<file path="config.mk">
export PLATFORM = sky130hd
export DESIGN_NAME = id_imm_ext_buf_flat
export DESIGN_NICKNAME = d
export VERILOG_FILES = /design/src/rtl/id_imm_ext_if.sv /design/src/rtl/id_imm_ext_buf.sv /design/src/flat_wrapper.sv
export SDC_FILE = /design/constraint.sdc
export NUM_CORES = 1
export LEC_CHECK = 0
export BUFFER_PORTS_ARGS = -buffer_cell sky130_fd_sc_hd__buf_4
export CAP_MARGIN = 40
export CELL_PAD_IN_SITES_DETAIL_PLACEMENT = 0
export CELL_PAD_IN_SITES_GLOBAL_PLACEMENT = 1
export CORE_UTILIZATION = 45
export DETAILED_ROUTE_END_ITERATION = 8
export PLACE_DENSITY = 0.85
export SETUP_SLACK_MARGIN = 0.4
export SLEW_MARGIN = 20
export SYNTH_ARGS = -nofsm -noshare
export SYNTH_HDL_FRONTEND = slang
export SYNTH_SLANG_ARGS = --single-unit
</file>
<file path="constraint.sdc">
create_clock -name clk -period 3.05 [get_ports clk]
set_input_delay 0.305 -clock clk [delete_from_list [all_inputs] [get_ports clk]]
set_output_delay 0.305 -clock clk [all_outputs]
set_load 0.05 [all_outputs]
</file>
<file path="src/rtl/id_imm_ext_if.sv">
// id_imm_ext_if: decode-side immediate stream and EX-side result stream for id_imm_ext_buf
interface id_imm_ext_if #(
  parameter int IN_W  = 16,
  parameter int OUT_W = 32,
  parameter int TAG_W = 5
);
  logic             flush;
  logic             in_valid;
  logic             in_ready;
  logic [1:0]       in_mode;
  logic [IN_W-1:0]  in_imm;
  logic [TAG_W-1:0] in_tag;
  logic             out_valid;
  logic             out_ready;
  logic [OUT_W-1:0] out_data;
  logic [TAG_W-1:0] out_tag;
  logic [1:0]       count;
  modport master (
    output flush, in_valid, in_mode, in_imm, in_tag, out_ready,
    input  in_ready, out_valid, out_data, out_tag, count
  );
  modport slave (
    input  flush, in_valid, in_mode, in_imm, in_tag, out_ready,
    output in_ready, out_valid, out_data, out_tag, count
  );
endinterface

</file>
<file path="src/rtl/id_imm_ext_buf.sv">
// id_imm_ext_buf: immediate extension into a 2-entry head/skid buffer; optional
// same-cycle bypass when empty is compiled in with ID_IMM_EXT_BYPASS_EN.
module id_imm_ext_buf #(
  parameter int IN_W  = 16,
  parameter int OUT_W = 32,
  parameter int SHIFT = 2,
  parameter int TAG_W = 5
) (
  input logic clk,
  input logic rst_n,
  id_imm_ext_if.slave bus
);
  if (IN_W < 2 || OUT_W < IN_W + SHIFT) begin : g_bad_params
    $error("id_imm_ext_buf: need IN_W >= 2 and OUT_W >= IN_W + SHIFT");
  end
  logic [1:0]             cnt;
  logic [OUT_W-1:0]       head_d, skid_d, zx, sx, ext;
  logic [TAG_W-1:0]       head_t, skid_t;
  logic signed [IN_W-1:0] simm;
  logic                   byp, push, pop, head_v;
  always_comb begin
    simm = $signed(bus.in_imm);
    zx   = OUT_W'(bus.in_imm);
    sx   = OUT_W'(simm);
    ext  = bus.in_mode == 2'd0 ? zx :
           bus.in_mode == 2'd1 ? sx :
           bus.in_mode == 2'd2 ? zx << (OUT_W - IN_W) : sx << SHIFT;
  end
  assign head_v = cnt != 2'd0;
`ifdef ID_IMM_EXT_BYPASS_EN
  assign byp = !head_v && bus.in_valid && bus.out_ready && !bus.flush;
`else
  assign byp = 1'b0;
`endif
  assign push = bus.in_valid && cnt != 2'd2 && !bus.flush && !byp;
  assign pop  = head_v && bus.out_ready && !bus.flush;
  assign bus.in_ready  = cnt != 2'd2;
  assign bus.count     = cnt;
  assign bus.out_valid = head_v || byp;
  assign bus.out_data  = byp ? ext : head_d;
  assign bus.out_tag   = byp ? bus.in_tag : head_t;
  always_ff @(posedge clk or negedge rst_n) begin
    if (!rst_n) begin
      cnt    <= '0;
      head_d <= '0;
      head_t <= '0;
      skid_d <= '0;
      skid_t <= '0;
    end else if (bus.flush) begin
      cnt <= '0;
    end else begin
      cnt <= cnt + 2'(push) - 2'(pop);
      // head keeps its last value when nothing replaces it, so outputs hold while idle
      if (pop && cnt == 2'd2) begin
        head_d <= skid_d;
        head_t <= skid_t;
      end else if (push && (cnt == 2'd0 || pop)) begin
        head_d <= ext;
        head_t <= bus.in_tag;
      end
      if (push && !pop && cnt == 2'd1) begin
        skid_d <= ext;
        skid_t <= bus.in_tag;
      end
    end
  end
endmodule

</file>
<file path="src/flat_wrapper.sv">
// flat-port wrapper written by rule: the top's interface ports become plain ports
module id_imm_ext_buf_flat 
#(
  parameter int IN_W  = 16,
  parameter int OUT_W = 32,
  parameter int SHIFT = 2,
  parameter int TAG_W = 5
)
  (clk, rst_n, bus_flush, bus_in_valid, bus_in_mode, bus_in_imm, bus_in_tag, bus_out_ready, bus_in_ready, bus_out_valid, bus_out_data, bus_out_tag, bus_count);
  id_imm_ext_if #(.IN_W(IN_W), .OUT_W(OUT_W), .TAG_W(TAG_W)) bus_i ();
  input logic clk;
  input logic rst_n;
  input wire logic [$bits(bus_i.flush)-1:0] bus_flush;
  input wire logic [$bits(bus_i.in_valid)-1:0] bus_in_valid;
  input wire logic [$bits(bus_i.in_mode)-1:0] bus_in_mode;
  input wire logic [$bits(bus_i.in_imm)-1:0] bus_in_imm;
  input wire logic [$bits(bus_i.in_tag)-1:0] bus_in_tag;
  input wire logic [$bits(bus_i.out_ready)-1:0] bus_out_ready;
  output wire logic [$bits(bus_i.in_ready)-1:0] bus_in_ready;
  output wire logic [$bits(bus_i.out_valid)-1:0] bus_out_valid;
  output wire logic [$bits(bus_i.out_data)-1:0] bus_out_data;
  output wire logic [$bits(bus_i.out_tag)-1:0] bus_out_tag;
  output wire logic [$bits(bus_i.count)-1:0] bus_count;
  assign bus_i.flush = bus_flush;
  assign bus_i.in_valid = bus_in_valid;
  assign bus_i.in_mode = bus_in_mode;
  assign bus_i.in_imm = bus_in_imm;
  assign bus_i.in_tag = bus_in_tag;
  assign bus_i.out_ready = bus_out_ready;
  assign bus_in_ready = bus_i.in_ready;
  assign bus_out_valid = bus_i.out_valid;
  assign bus_out_data = bus_i.out_data;
  assign bus_out_tag = bus_i.out_tag;
  assign bus_count = bus_i.count;
  id_imm_ext_buf #(.IN_W(IN_W), .OUT_W(OUT_W), .SHIFT(SHIFT), .TAG_W(TAG_W)) u_core (.clk(clk), .rst_n(rst_n), .bus(bus_i));
endmodule
</file>
==> impl_results.rst, run 1 <==
.. list-table::
   :header-rows: 1

   * - Metric
     - Value
   * - Part of the Yosys area used for sequential elements
     - 56.9%
   * - Transition at the pin with the smallest max-transition slack
     - 0.673 ns
   * - Count of nets after finishing
     - 413
   * - Fill cell instance count of the final layout
     - 653
   * - Maximum achievable frequency
     - 491 MHz
   * - Clock slew at reported path FFs
     - 0.08 ns
   * - Hold Vio Cnt, Final
     - 0
   * - Number of antenna violations at the first check in global routing
     - 0
   * - Hold WC Path Type
     - in2reg
   * - Number of detailed-route iterations in the first pass
     - 4
   * - Cell leakage power
     - 1.91 nW
   * - Die outline area
     - 7770 µm²
   * - Outcome
     - finished clean
   * - PortBufs
     - 68
   * - Number of maximum-capacitance constraint violations
     - 0
   * - Library cells used by synthesis
     - 27
   * - Routed WL per cell
     - 16.0 µm
   * - Via density
     - 5.35
   * - Max-slew headroom
     - 55.1%
   * - Arrival time at the worst endpoint
     - 2.32 ns
   * - Post-detailed-routing wire length
     - 7810 µm
   * - Die extent in x
     - 88.2 µm
   * - Yosys warnings
     - 0
   * - Mean Syn Cell Area
     - 10.4 µm²
   * - Worst Path Required
     - 3.34 ns
   * - Sinks on the clock net
     - 76
   * - Overall track demand over capacity in global routing
     - 21.6%
   * - Standard cell core area
     - 7210 µm²
   * - Fin Setup TNS
     - 0 ns
   * - Number of H-tree levels
     - 3
   * - Kind of start point of the critical path
     - flop
   * - RSZ-0062 raised after global routing
     - no
   * - TritonCTS buffer count
     - 9
   * - Site Rows
     - 31
   * - HPWL after detailed placement
     - 5290 µm
   * - Cell taking the most area after synthesis
     - sky130_fd_sc_hd__dfrtp_1
   * - Worst-skew pair later-pin latency
     - 0.35 ns
   * - Predominant post-synthesis flop cell
     - sky130_fd_sc_hd__dfrtp_1
   * - Fraction of final layout cells sized beyond drive strength 1
     - 32.0%
   * - Layout-stage area growth over the synthesis result
     - 25.7%
   * - Final global-route overflow total
     - 0
   * - Syn Inst Count
     - 321
   * - Final setup vio count
     - 0
   * - Ranking of synthesized cells by area
     - sky130_fd_sc_hd__dfrtp_1 (57%), sky130_fd_sc_hd__o221a_2 (9.8%), sky130_fd_sc_hd__nand2_1 (7.0%)
   * - Max Root-Sink Buffers
     - 2
   * - TritonCTS clock tree
     - done
   * - Effective utilization at floorplan
     - 46.3%
   * - Vias in the first global route
     - 2431
   * - Number of nets with antenna violations after detailed routing
     - 0
   * - Count of flip-flops with a built-in enable after synthesis
     - 0
   * - Count of buffers added by post-CTS timing repair for setup
     - 0
   * - Worst setup path category
     - reg2reg
   * - Total nets after synthesis
     - 351
   * - Post-synth design cell area
     - 3340 µm²
   * - Final hold slack
     - 0.130 ns
   * - Largest net degree at the start of global routing
     - 70
   * - Largest clock skew in the final design
     - 0.00941 ns
   * - Highest ir drop seen on vdd
     - 0.579 mV
   * - Remaining DRCs
     - 0
   * - Critical Path Fanout Max
     - 38
   * - Root buffer cell
     - sky130_fd_sc_hd__clkbuf_8
   * - Register bit total from synthesis
     - 76
   * - Endpoint class of the critical path
     - flop
   * - Placer congestion estimate
     - 0.868
   * - Period utilisation layout
     - 66.8%
   * - Antenna cell count
     - 0
   * - Num ports
     - 69
   * - Global-route wire length before repair
     - 12500 µm
   * - Slew Limit Fails
     - 0
   * - Die Y
     - 88.2 µm
   * - Initial DRC Count
     - 195
   * - Power density over the cells
     - 1130 nW/µm²
   * - Period minus WS final
     - 2.04 ns
   * - Async set or reset register ratio after synthesis
     - 100%
   * - Share of Yosys cell area claimed by the top area cell type
     - 56.9%
   * - Vias after detailed routing
     - 2606
==> registers in the layout (all words and copies together), names as in the netlist <==
register and flops:
u_core.bus.out_data 32, u_core.skid_d 32, u_core.bus.out_tag 5, u_core.skid_t 5
u_core.bus.count 2
==> final cells by class <==
cell class	count	area, µm²	area share, %
flip-flops and latches	76	1900	45.3
multi-input cells	212	1300	30.9
repair buffers	76	593	14.1
clock buffers	12	155	3.70
well taps	99	124	2.95
clock inverters	4	95.1	2.27
inverters	8	30.0	0.715
==> Yosys cell counts (all sizes together), types with 4 or more instances <==
library cell,n
a22oi,5
buf,12
nand2,62
nor2,4
nand2b,6
mux2,6
nor2b,20
inv,8
a21oi,29
dfrtp,76
clkbuf,13
o21ai,38
o221a,29
==> final timing paths <==
path / start / end / slack (ns) / depth (start not counted)
max: u_core.bus.count[0] / u_core.bus.out_data[11] / 1.01 / 6
min: bus_flush / u_core.bus.count[0] / 0.13 / 2
max reg2reg: u_core.bus.count[0] / u_core.bus.out_data[11] / 1.01 / 6
min reg2reg: u_core.skid_d[8] / u_core.skid_d[8] / 0.48 / 2
max in group asynchronous: rst_n / u_core.skid_d[20] / 2.06 / 3
min in group asynchronous: rst_n / u_core.bus.out_data[4] / 0.40 / 2
==> power by group <==
group | leakage (nW) | internal [mW] | total [mW] | switching [mW]
combinational | 0.840 | 0.693 | 2.01 | 1.32
sequential | 0.939 | 1.49 | 1.77 | 0.284
clock | 0.127 | 0.588 | 0.948 | 0.360
total | 1.91 | 2.77 | 4.73 | 1.96
==> what timing repair did <==
item / 4_1_cts / 5_1_grt
gates resized for setup: 0 / 0
hold buffers: 1 / 0
hold endpoints to repair: 24 / 0
==> cells by family after synthesis <==
kind of cell	Yosys count	synth area share, %
and+or+nand+nor	96	13.1
buffers and inverters	33	4.34
xor gates and xnor gates	2	0.524
AOI/OAI and AO/OA	105	22.1
DFF	76	56.9
adders and majority gates	2	0.749
muxes	7	2.32
==> metrics by stage <==
stage               setup WS [ns]  power, mW  area, µm²  cells  utilization [%]
CTS                         0.993       4.76       4190    486             58.1
global placement             1.05       3.77       3900    468             54.1
floorplan                   0.970       3.16       3340    321                -
global route                0.862       5.00       4200    487             58.2
finish                       1.01       4.73       4200    487             58.2
detailed placement          0.997       3.81       3930    469             54.5
==> routing by layer <==
metal	wire length (µm)	up-vias	share of wire (%)	global-route usage, %
li1	-	1255	-	-
met1	3610	1256	46	31.2
met2	3660	85	47	32.4
met3	464	10	5.9	5.00
met4	68	0	0.87	6.30
met5	0	-	0	0
==> worst max-delay path, stage by stage (launching register included) <==
cell                       delay, ns
sky130_fd_sc_hd__dfrtp_1        0.43
sky130_fd_sc_hd__or2_2          0.36
sky130_fd_sc_hd__a21oi_2        0.12
sky130_fd_sc_hd__buf_4          0.39
sky130_fd_sc_hd__nand2b_1       0.19
sky130_fd_sc_hd__buf_4          0.26
sky130_fd_sc_hd__o221a_2        0.22
==> layout by cell type (no fill, tap or decap), drive strengths merged, types with 3 or more instances in the layout <==
cell	n
a21oi	29
a221o	3
a22oi	5
buf	75
bufinv	3
clkbuf	12
dfrtp	76
inv	8
mux2	6
nand2	62
nand2b	6
nor2	4
nor2b	20
o21ai	38
o221a	29
No activity file was read; power rests on OpenSTA's default activity.
==> inputs of run 2 (changes only) <==
--- a/config.mk
+++ b/config.mk
@@ -9,9 +9,9 @@
 export CAP_MARGIN = 40
 export CELL_PAD_IN_SITES_DETAIL_PLACEMENT = 0
 export CELL_PAD_IN_SITES_GLOBAL_PLACEMENT = 1
-export CORE_UTILIZATION = 45
+export CORE_UTILIZATION = 38
 export DETAILED_ROUTE_END_ITERATION = 8
-export PLACE_DENSITY = 0.85
+export PLACE_DENSITY = 0.77
 export SETUP_SLACK_MARGIN = 0.4
 export SLEW_MARGIN = 20
 export SYNTH_ARGS = -nofsm -noshare
==> constraint.sdc (replaced) <==
create_clock -name clk -period 1.7 [get_ports clk]
set_input_delay 0.17 -clock clk [delete_from_list [all_inputs] [get_ports clk]]
set_output_delay 0.17 -clock clk [all_outputs]
set_load 0.05 [all_outputs]
==> run 2 against run 1 <==
Effect of this change:
- maximum frequency grew 26%
- wire length grew 36%
- global-route usage decreased by 0.15 points
- sequential share of layout area is 8.4 points lower
- non-clock buffer count increased by 29
- critical path depth shrank 3
- final area is 23% higher
==> impl_results.rst, run 2 (same netlist as run 1, synthesis figures left out) <==
.. list-table::
   :header-rows: 1

   * - Metric
     - Value
   * - Final setup vio count
     - 0
   * - Via density
     - 5.61
   * - Critical Path Fanout Max
     - 6
   * - Antenna cell count
     - 0
   * - Launch point of the worst reg-to-reg path
     - u_core.bus.count[1]
   * - Placer congestion estimate
     - 0.749
   * - Vias in the first global route
     - 2801
   * - Fill cell instance count of the final layout
     - 691
   * - Period minus WS final
     - 1.62 ns
   * - Initial DRC Count
     - 153
   * - Register-to-Register Setup Slack
     - 0.08 ns
   * - Clock slew at reported path FFs
     - 0.08 ns
   * - PortBufs
     - 68
   * - Endpoint class of the critical path
     - flop
   * - Number of detailed-route iterations in the first pass
     - 4
   * - Die Y
     - 95.8 µm
   * - Outcome
     - finished clean
   * - Worst reg2reg path depth
     - 3
   * - Num ports
     - 69
   * - Root buffer cell
     - sky130_fd_sc_hd__clkbuf_8
   * - Global-route wire length before repair
     - 14500 µm
   * - Overall track demand over capacity in global routing
     - 21.4%
   * - Remaining DRCs
     - 0
   * - Commonest non-fill, non-tap cell in the layout
     - sky130_fd_sc_hd__buf_4
   * - Fraction of final layout cells sized beyond drive strength 1
     - 51.3%
   * - Routed WL per cell
     - 20.3 µm
   * - Highest ir drop seen on vdd
     - 1.09 mV
   * - Final global-route overflow total
     - 0
   * - Number of non-filler instances in the completed layout
     - 522
   * - Number of antenna violations at the first check in global routing
     - 0
   * - Placed Cells incl. Taps
     - 485
   * - Arrival time at the worst endpoint
     - 1.85 ns
   * - Kind of start point of the critical path
     - flop
   * - Number of nets with antenna violations after detailed routing
     - 0
   * - Worst Path Required
     - 1.93 ns
   * - Hold Vio Cnt, Final
     - 0
   * - RSZ-0062 raised after global routing
     - yes
   * - Transition at the pin with the smallest max-transition slack
     - 0.782 ns
   * - Sinks on the clock net
     - 76
   * - Layout-stage area growth over the synthesis result
     - 54.3%
   * - Worst-skew pair later-pin latency
     - 0.35 ns
   * - Cell leakage power
     - 2.28 nW
   * - Post-detailed-routing wire length
     - 10600 µm
   * - Die extent in x
     - 95.8 µm
   * - Number of H-tree levels
     - 3
   * - Hold WC Path Type
     - in2reg
   * - FF-to-FF End
     - u_core.skid_t[2]
   * - Slew Limit Fails
     - 0
   * - Site Rows
     - 33
   * - Max-slew headroom
     - 47.8%
   * - Endpoint of the worst setup timing path
     - u_core.skid_t[2]
   * - Largest net degree at the start of global routing
     - 49
   * - HPWL after detailed placement
     - 5740 µm
   * - Die outline area
     - 9170 µm²
   * - Count of nets after finishing
     - 442
   * - Largest clock skew in the final design
     - 0.00820 ns
   * - Worst setup path category
     - reg2reg
   * - Standard cell core area
     - 8380 µm²
   * - Crit. Startpoint
     - u_core.bus.count[1]
   * - Effective utilization at floorplan
     - 39.9%
   * - Period utilisation layout
     - 95.1%
   * - Max Root-Sink Buffers
     - 2
   * - Total power
     - 9.46 mW
   * - TritonCTS buffer count
     - 9
   * - Vias after detailed routing
     - 2929
   * - TritonCTS clock tree
     - done
   * - Power density over the cells
     - 1830 nW/µm²
   * - Number of maximum-capacitance constraint violations
     - 0
   * - Maximum achievable frequency
     - 618 MHz
   * - Most used cells in the layout excluding fill and tap cells
     - sky130_fd_sc_hd__buf_4 (80), sky130_fd_sc_hd__dfrtp_1 (74), sky130_fd_sc_hd__nand2_1 (51)
==> run 2: cell types whose count changed in the layout (fill, tap and decap cells not counted), moves of 6 or more <==
cell and delta:
sky130_fd_sc_hd__buf_6 +8, sky130_fd_sc_hd__o221a_2 -29, sky130_fd_sc_hd__o21ai_0 -27, sky130_fd_sc_hd__o21ai_2 +29
sky130_fd_sc_hd__buf_4 +6, sky130_fd_sc_hd__nand2_1 -11, sky130_fd_sc_hd__o221a_4 +29, sky130_fd_sc_hd__nand2_2 +6
==> run 2: critical path, cell delays in order (launching register included) <==
cell and delay (ns):
sky130_fd_sc_hd__dfrtp_2 0.41, sky130_fd_sc_hd__or4_4 0.60, sky130_fd_sc_hd__buf_12 0.19, sky130_fd_sc_hd__mux2_4 0.30
==> run 2: area by class of cell <==
type                       count  area (µm²)  share of cell area [%]
clock buffer                  11         131                    2.55
clock inverter                 5        52.6                    1.02
inverter                       8        30.0                   0.583
multi-input combinational    212        1840                    35.8
sequential                    76        1900                    36.9
tap                          105         131                    2.55
timing repair buffer         105        1060                    20.6
==> run 2: timing repair <==
action / in CTS / in global routing
setup endpoints to repair: 78 / 80
hold endpoints to repair: 76 / 0
gates cloned: 3 / 7
hold buffers: 1 / 0
buffers inserted: 9 / 1
resized for setup: 31 / 82
pin swaps: 12 / 46
==> run 2: where the power goes <==
part | internal [mW] | leakage (nW) | switching (mW)
Combinational | 2.01 | 1.25 | 2.72
Clock | 0.672 | 0.0931 | 0.668
Sequential | 2.68 | 0.936 | 0.715
Total | 5.35 | 2.28 | 4.11
==> run 2: worst min-delay path by stage <==
stage,depth (start not counted),slack (ns),startpoint,end
3_3_place_gp,1,-0.03,rst_n,u_core.bus.out_data[6]
2_1_floorplan,0,-0.13,rst_n,u_core.bus.count[0]
4_1_cts,2,0.05,bus_in_tag[3],u_core.skid_t[3]
5_1_grt,2,0.06,bus_in_tag[3],u_core.skid_t[3]
3_5_place_dp,1,-0.03,rst_n,u_core.bus.out_data[6]
6_report,2,0.06,bus_in_tag[3],u_core.skid_t[3]
==> run 2: metal layers <==
metal	GRT usage [%]	wire (µm)	vias up
li1	-	-	1323
met1	30.0	4690	1479
met2	32.7	5030	100
met3	4.58	619	27
met4	7.84	257	0
met5	0	0	-
==> run 2: per-stage QoR <==
stage,hold slack [ns],setup slack (ns),setup TNS (ns),area (µm²),utilization (%)
global route,0.0589,0.0239,0,5150,61.5
detailed placement,-0.0311,-0.0840,-2.15,4070,48.6
floorplan,-0.126,-0.118,-0.574,3430,-
global placement,-0.0319,-0.0495,-1.15,4070,48.6
finish,0.0567,0.0829,0,5150,61.5
CTS,0.0510,0.0912,0,4550,54.3
==> inputs of run 3 (changes only) <==
--- a/config.mk
+++ b/config.mk
@@ -9,6 +9,7 @@
 export CAP_MARGIN = 40
 export CELL_PAD_IN_SITES_DETAIL_PLACEMENT = 0
 export CELL_PAD_IN_SITES_GLOBAL_PLACEMENT = 1
+export CORE_MARGIN = 10
 export CORE_UTILIZATION = 38
 export DETAILED_ROUTE_END_ITERATION = 8
 export PLACE_DENSITY = 0.77
==> run 3 against run 2 <==
Effect of this change:
- cell count is 0.57% higher
- combinational power is 2% lower
- via count is 0.96% lower
- sequential share of layout area is 0.11 points higher
==> impl_results.rst, run 3 (same netlist as run 1, synthesis figures left out) <==
.. list-table::
   :header-rows: 1

   * - Metric
     - Value
   * - Outcome
     - finished clean
   * - Die Y
     - 114 µm
   * - Transition at the pin with the smallest max-transition slack
     - 0.703 ns
   * - Final hold slack
     - 0.0642 ns
   * - Layout-stage area growth over the synthesis result
     - 53.9%
   * - Cell leakage power
     - 2.25 nW
   * - RSZ-0062 raised after global routing
     - yes
   * - Final worst-path setup slack
     - 0.0314 ns
   * - Routed WL per cell
     - 20.7 µm
   * - Worst setup path category
     - reg2reg
   * - Worst path buffer plus inverter count
     - 2
   * - Slew Limit Fails
     - 0
   * - Commonest non-fill, non-tap cell in the layout
     - sky130_fd_sc_hd__buf_4
   * - Site Rows
     - 34
   * - Max stage delay cell, worst path
     - sky130_fd_sc_hd__dfrtp_2
   * - Final global-route overflow total
     - 0
   * - Arrival time at the worst endpoint
     - 1.95 ns
   * - Highest ir drop seen on vdd
     - 0.904 mV
   * - Period minus WS final
     - 1.67 ns
   * - Number of antenna violations at the first check in global routing
     - 0
   * - Clock slew at reported path FFs
     - 0.08 ns
   * - Via density
     - 5.53
   * - Vias in the first global route
     - 3036
   * - CP cell instances
     - buf_6 -> or2_4 -> a21oi_4 -> nand2b_4 -> buf_12 -> o221a_2
   * - Maximum achievable frequency
     - 599 MHz
   * - Initial DRC Count
     - 136
   * - Effective utilization at floorplan
     - 38.7%
   * - Placer congestion estimate
     - 0.806
   * - Largest delay share family, worst path
     - simple AND/OR/NAND/NOR gates
   * - Antenna cell count
     - 0
   * - Period utilisation layout
     - 98.2%
   * - Final core utilization
     - 59.5%
   * - Kind of start point of the critical path
     - flop
   * - Final setup vio count
     - 0
   * - Met3 routed WL
     - 748 µm
   * - Global-route wire length before repair
     - 16500 µm
   * - Post-detailed-routing wire length
     - 10900 µm
   * - Number of detailed-route iterations in the first pass
     - 4
   * - Worst-skew pair later-pin latency
     - 0.35 ns
   * - Critical Path Fanout Max
     - 17
   * - Pre-CTS WS
     - -0.0574 ns
   * - Max Root-Sink Buffers
     - 2
   * - Number of nets with antenna violations after detailed routing
     - 0
   * - Remaining DRCs
     - 0
   * - Vias after detailed routing
     - 2901
   * - Count of nets after finishing
     - 442
   * - Standard cell core area
     - 8640 µm²
   * - TritonCTS buffer count
     - 9
   * - Die extent in x
     - 114 µm
   * - Placed Area
     - 4080 µm²
   * - TritonCTS clock tree
     - done
   * - Number of H-tree levels
     - 3
   * - Num ports
     - 69
   * - Power density over the cells
     - 1800 nW/µm²
   * - Largest clock skew in the final design
     - 0.00862 ns
   * - Hold Vio Cnt, Final
     - 0
   * - Number of maximum-capacitance constraint violations
     - 0
   * - HPWL after detailed placement
     - 6270 µm
   * - Placed Cells incl. Taps
     - 487
   * - Number of non-filler instances in the completed layout
     - 525
   * - Die outline area
     - 12900 µm²
   * - Most used cells in the layout excluding fill and tap cells
     - sky130_fd_sc_hd__buf_4 (81), sky130_fd_sc_hd__dfrtp_1 (74), sky130_fd_sc_hd__nand2_1 (29)
   * - Sinks on the clock net
     - 76
   * - Largest net degree at the start of global routing
     - 33
   * - Delay of the slowest critical-path stage
     - 0.41 ns
   * - Fill cell instance count of the final layout
     - 707
   * - Endpoint class of the critical path
     - flop
   * - Overall track demand over capacity in global routing
     - 16.1%
   * - Root buffer cell
     - sky130_fd_sc_hd__clkbuf_8
   * - Hold WC Path Type
     - in2reg
   * - Fraction of final layout cells sized beyond drive strength 1
     - 54.9%
   * - Worst Path Required
     - 1.98 ns
   * - Detailed-routing wirelength on met1
     - 4780 µm
   * - PortBufs
     - 68
   * - Post-route cell area
     - 5140 µm²
   * - Max-slew headroom
     - 53.1%
   * - Met2 wire length
     - 5100 µm
   * - Highest routed metal layer
     - met4
-- run 3: cell types whose count changed in the layout (fill, tap and decap cells not counted), sizes merged --
cell,before,now
buf,99,102
bufinv,1,0
clkbuf,16,12
clkinvlp,1,3
-- run 3: layout make-up --
cell class,count,area [µm²],share of cell area (%)
inverter,8,30.0,0.584
sequential,76,1900,37.0
multi-input combinational,212,1790,34.8
clock inverter,6,41.3,0.803
tap,108,135,2.63
clock buffer,10,128,2.48
timing repair buffer,105,1110,21.7
-- run 3: per-layer routing --
layer	global-route usage (%)	vias up
li1	-	1324
met1	21.0	1440
met2	24.8	110
met3	3.99	27
met4	6.77	0
met5	0	-
-- run 3: power breakdown --
part	internal [mW]	switching [mW]	total (mW)	leakage [nW]
logic	1.96	2.68	4.64	1.24
registers	2.67	0.740	3.41	0.936
clock network	0.527	0.694	1.22	0.0783
total	5.16	4.12	9.28	2.25
-- run 3: worst paths after layout --
path | startpoint | endpoint | slack (ns) | depth (start not counted)
max in group asynchronous | rst_n | u_core.skid_d[27] | 0.81 | 3
worst max-delay path | u_core.bus.count[1] | u_core.bus.out_data[26] | 0.03 | 6
worst min-delay path | bus_in_tag[0] | u_core.skid_t[0] | 0.06 | 2
worst min register to register | u_core.skid_d[12] | u_core.skid_d[12] | 0.51 | 2
min in group asynchronous | rst_n | u_core.skid_d[4] | 0.29 | 2
worst max register to register | u_core.bus.count[1] | u_core.bus.out_data[26] | 0.03 | 6
-- run 3: what timing repair did --
item	in CTS	in global routing
hold endpoints to repair	30	0
buffers inserted	9	1
pin swaps	7	9
gates cloned	8	2
hold buffers	1	0
setup endpoints to repair	79	80
resized for setup	61	69
-- run 3: stage by stage --
stage                     total power [mW]  setup TNS [ns]
after floorplan                       5.81          -0.574
after global placement                7.05          -0.666
after detailed placement              7.11           -1.66
after CTS                             8.78               0
after global routing                  9.74         -0.0805
final                                 9.28               0
